## config.mk

```make
export PLATFORM = sky130hd
export DESIGN_NAME = seg7_scan_driver
export DESIGN_NICKNAME = d
export VERILOG_FILES = /design/src/rtl/seg7_scan_driver.sv
export SDC_FILE = /design/constraint.sdc
export NUM_CORES = 1
export LEC_CHECK = 0
export ABC_AREA = 1
export BUFFER_PORTS_ARGS = -buffer_cell sky130_fd_sc_hd__clkbuf_2
export CAP_MARGIN = 20
export CORE_UTILIZATION = 30
export CTS_BUF_LIST = sky130_fd_sc_hd__clkbuf_8
export CTS_CLUSTER_SIZE = 8
export DETAILED_ROUTE_END_ITERATION = 6
export GPL_TIMING_DRIVEN = 0
export PLACE_DENSITY_LB_ADDON = 0.2
export SLEW_MARGIN = 20
export SYNTH_ARGS = -nofsm -noshare
export SYNTH_HDL_FRONTEND = slang
export SYNTH_SLANG_ARGS = --single-unit
```

## constraint.sdc

```tcl
create_clock -name clk -period 4.2 [get_ports clk]
set_clock_uncertainty 0.05 [all_clocks]
set_input_delay 0.63 -clock clk [delete_from_list [all_inputs] [get_ports clk]]
set_output_delay 0.63 -clock clk [all_outputs]
set_load 0.005 [all_outputs]
```

## src/rtl/seg7_scan_driver.sv

```systemverilog
// Time-multiplexed hex driver for a bank of common-cathode 7-segment digits,
// with blanking, leading-zero suppression and per-digit decimal points.
module seg7_scan_driver #(
  parameter int DIGITS      = 4,
  parameter int REFRESH_DIV = 1000
) (
  input  logic                  clk,
  input  logic                  rst_n,
  input  logic [4*DIGITS-1:0]   value,
  input  logic [DIGITS-1:0]     dp_in,
  input  logic                  load,
  input  logic                  blank,
  input  logic                  lzs,
  output logic [6:0]            seg,
  output logic                  dp,
  output logic [DIGITS-1:0]     an,
  output logic                  frame_tick
);

  localparam int PW = (REFRESH_DIV > 1) ? $clog2(REFRESH_DIV) : 1;
  localparam int IW = (DIGITS > 1) ? $clog2(DIGITS) : 1;
  localparam logic [PW-1:0] LAST_PRESC = PW'(REFRESH_DIV - 1);
  localparam logic [IW-1:0] LAST_IDX   = IW'(DIGITS - 1);

  logic [4*DIGITS-1:0] shadow_value;
  logic [DIGITS-1:0]   shadow_dp;
  logic [PW-1:0]       presc;
  logic [IW-1:0]       idx;
  logic                wrapped;

  logic                terminal;
  logic                wrap;
  logic [3:0]          nibble;
  logic [DIGITS-1:0]   upper_zero;
  logic                suppress;
  logic [DIGITS-1:0]   next_an;
  logic [6:0]          next_seg;
  logic                next_dp;

  function automatic logic [6:0] hex_decode(input logic [3:0] nib);
    logic [6:0] pattern;
    case (nib)
      4'h0: pattern = 7'h3F;
      4'h1: pattern = 7'h06;
      4'h2: pattern = 7'h5B;
      4'h3: pattern = 7'h4F;
      4'h4: pattern = 7'h66;
      4'h5: pattern = 7'h6D;
      4'h6: pattern = 7'h7D;
      4'h7: pattern = 7'h07;
      4'h8: pattern = 7'h7F;
      4'h9: pattern = 7'h6F;
      4'hA: pattern = 7'h77;
      4'hB: pattern = 7'h7C;
      4'hC: pattern = 7'h39;
      4'hD: pattern = 7'h5E;
      4'hE: pattern = 7'h79;
      default: pattern = 7'h71;
    endcase
    return pattern;
  endfunction

  // upper_zero[k] is set when nibbles k..DIGITS-1 of the shadow are all zero.
  always_comb begin : display_logic
    logic all_zero;
    terminal   = (presc == LAST_PRESC);
    wrap       = terminal && (idx == LAST_IDX);
    nibble     = shadow_value[idx*4 +: 4];
    upper_zero = '0;
    all_zero   = 1'b1;
    for (int k = DIGITS - 1; k >= 0; k--) begin
      all_zero      = all_zero && (shadow_value[4*k +: 4] == 4'h0);
      upper_zero[k] = all_zero;
    end
    suppress = lzs && (idx != '0) && upper_zero[idx];
    next_an  = '0;
    next_seg = '0;
    next_dp  = 1'b0;
    if (!blank && !suppress) begin
      next_an  = DIGITS'(1) << idx;
      next_seg = hex_decode(nibble);
      next_dp  = shadow_dp[idx];
    end
  end

  always_ff @(posedge clk or negedge rst_n) begin
    if (!rst_n) begin
      presc        <= '0;
      idx          <= '0;
      shadow_value <= '0;
      shadow_dp    <= '0;
    end else begin
      if (terminal) begin
        presc <= '0;
        idx   <= (idx == LAST_IDX) ? '0 : idx + IW'(1);
      end else begin
        presc <= presc + PW'(1);
      end
      if (load) begin
        shadow_value <= value;
        shadow_dp    <= dp_in;
      end
    end
  end

  // frame_tick is delayed one extra stage so it lines up with digit 0 lighting.
  always_ff @(posedge clk or negedge rst_n) begin
    if (!rst_n) begin
      wrapped    <= 1'b0;
      frame_tick <= 1'b0;
      an         <= '0;
      seg        <= '0;
      dp         <= 1'b0;
    end else begin
      wrapped    <= wrap;
      frame_tick <= wrapped;
      an         <= next_an;
      seg        <= next_seg;
      dp         <= next_dp;
    end
  end

endmodule

```

==> impl_results.md <==
* Final WL at 4900 µm
* Die ar. at ~8000 µm²
* Die Y at 90.7 µm
* WHS at 0.312 ns
* Initial antenna violation count at 0
* Worst setup EP type: flop
* Skew-Pair Late Insertion Delay at roughly 0.30 ns
* Switching power at ~0.00025 W
* Reg2reg path depth at 9
* Crit Path Class: reg -> reg
* Fill cells at 805
* DR pass1 iterations at 4
* Via density at 4.36
* R2r setup slk at 2.16 ns
* CTS tree: yes
* F_max at 491 MHz
* Core Area at around 7400 µm²
* Critical path origin: idx[0]
* H-tree depth at 2
* Multi-input logic area at 1040 µm²
* DP Cell Count at 412
* Initial Util at between 30% and 40%
* Post-cts resize count at 0
* First-pass GRT wire length at 8910 µm
* Share of the synthesized area in the top cell type at 48.8%
* CP required at between 4 and 5 ns
* Unrepaired setup endpoints after global routing: false
* Main combinational cell family by area after synthesis: simple AND/OR/NAND/NOR gates
* Final hold violation count at 0
* Net count after synthesis at 312
* Post-Layout Cell Count at 420
* # setup viols final at 0
* Grt ovf at 0
* Worst-path maximum fanout at 11
* Reg area at 1150 µm²
* Mapped cell area at 2360 µm²
* Root buffer cell: clkbuf_8
* Main flop type after synthesis: dfrtp_1
* Status: completed
* Final Cycle Share at 48.5%
* P&R area growth vs syn at 18.0%
* Arrival time at the worst endpoint at 2.17 ns
* Vias at approximately 1800
* Ys async rst share at between 90% and 100%
* Internal power at around 0.0007 W
* Synth warn at 0
* Hpwl dp at between 3000 and 4000 µm
* Nets@finish at 356
* Setup TNS at 0 ns
* Vias in the first global route at 1905
* Sw frac at 26.1%
* Clock share of power at ~36%
* Yosys top cell by area: dfrtp_1
* Routability cong. at 0.809
* Mux share of post-synthesis cell area at approximately 4.3%
* # hold bufs at CTS at 0
* Number of enable flip-flop cells after synthesis at 0
* Max-slew headroom at 58.7%
* Worst-margin pin slew at 0.620 ns
* Top cells by area, synth: dfrtp_1, nand2_1, ha_1
* IO buf count at 37
* Synth Area per Inst at 8.55 µm²
* WL/cell at 11.7 µm
* Final Max Tran Viols at 0
* Sequential area share after synthesis at 48.8%
* Post-CTS setup buffer count at 0
* Top Ports at 38
* Synth Area in Compound Gates at 5.83%
* Overall Global Routing Usage at 13.4%
* Max cap viols at 0
* Clock-pin slew of the registers on the worst-case setup and hold paths at 0.09 ns
* CTS sink count at between 40 and 50
* Worst setup SP type: flop
* Reg2reg start: idx[0]
* Die width at 90.7 µm
* Combinational group share of total power at 13.1%
* Post-synthesis cell type count at 23
* Power Dens Cells at about 340 nW/µm²
* DRC at 0
* Synthesis-stage register bit count at 46
* P_leak at about 1.4 nW
* Fin crit period at about 2 ns
* Maximum vdd drop at 0.177 mV
* Adder-Cell Fraction of Synth Area at 5.83%
* Syn Inst Count at 276
* Num CTS Buffers at 5
* DR iter-0 viols at 47
* Xor/xnor cell area share of the yosys netlist at ~1.1%
* Share of post-route cells with drive strength above 1 at 21.8%
* Cell row count at 31
* Max Buffers Root-to-Sink at 2
* Most common library cells after synthesis: nand2_1, dfrtp_1, nor2_1
* Count leader, synth: nand2_1
* Diode count at 0
* Largest net degree at the start of global routing at 47
* Synth Area in Simple Gates at 27.0%
* Post-DRT Antenna Nets at 0
* Hold WC Path Type: reg -> reg
* Sequential share of power at between 50% and 60%
* Reg-to-reg endpoint: seg[5]
* CP endpoint: seg[5]
## registers in the layout, indices dropped and copies added (netlist names)
| register | cells |
|---|---|
| presc | 10 |
| seg | 7 |
| dp | 1 |
| wrapped | 1 |
| shadow_value | 16 |
| idx | 2 |
| frame_tick | 1 |
| an | 4 |
| shadow_dp | 4 |
## kinds of logic after synthesis
group	Yosys count
and+or+nand+nor	143
buffers and inverters	37
AOI/OAI and AO/OA	27
muxes	9
xor gates and xnor gates	3
adders and majority gates	11
DFF	46
## final cells by class
class	count	share of cell area, %
plain buffers	6	1.84
inverters	31	4.18
repair buffers	37	6.74
clock buffers	5	2.47
flip-flops and latches	46	41.3
clock inverters	3	1.57
multi-input cells	193	37.4
well taps	99	4.45
## worst min-delay path by stage
stage | start | to | slack (ns) | cells after the start
after global routing | wrapped | frame_tick | 0.32 | 0
after CTS | wrapped | frame_tick | 0.32 | 0
after global placement | wrapped | frame_tick | 0.29 | 0
after detailed placement | wrapped | frame_tick | 0.29 | 0
after floorplan | rst_n | an[0] | 0.28 | 0
final | wrapped | frame_tick | 0.31 | 0
## critical path, cell delays in order, from the launching register on
cell	delay, ns
dfrtp_1	0.58
inv_2	0.17
buf_6	0.18
ha_1	0.20
nor2_1	0.15
nand3_1	0.08
nor2_1	0.13
nand2_2	0.09
nand2_2	0.19
nor2_1	0.08
## power groups by stage
stage	Combinational [W]	Sequential (W)	Clock, W
finish	0.000124	0.000484	0.000339
global placement	0.000124	0.000493	0
floorplan	0.0000770	0.000491	0
CTS	0.000126	0.000484	0.000349
global route	0.000145	0.000488	0.000365
detailed placement	0.000125	0.000493	0
## placed cells by master (no fill, tap or decap)
master and instances:
buf_6 1, a21boi_0 1, clkbuf_2 36, a21oi_1 10, o21ai_0 16, dfrtp_1 46, inv_6 1, nor3_1 5
nand3_1 26, clkinv_2 1, clkbuf_8 7, clkbuf_4 1, clkbuf_1 2, inv_2 2, mux2_2 9, nand2_4 1
buf_2 1, xor2_1 3, nand2_1 71, bufinv_16 1, nor3b_2 1, nor2_1 30, nand3b_1 1, nand3_4 2
inv_1 29, nand2_2 5, nor2_2 1, ha_1 11
## through the flow
stage                     cell area, µm²  utilization, %  power (W)  setup WS, ns
after floorplan                     2360               -   0.000568          2.49
after global placement              2670            36.0   0.000617          2.13
after detailed placement            2670            36.1   0.000619          2.14
after CTS                           2780            37.6   0.000960          2.11
after global routing                2780            37.6   0.000998          1.93
final                               2780            37.6   0.000946          2.16
## metal layers
metal,wire length [µm],vias up,global-route usage (%)
met5,0,-,0
met4,48,0,3.23
met3,165,5,2.78
met2,2160,40,21.1
met1,2520,816,18.9
li1,-,969,-
No activity file was read; power rests on OpenSTA's default activity.
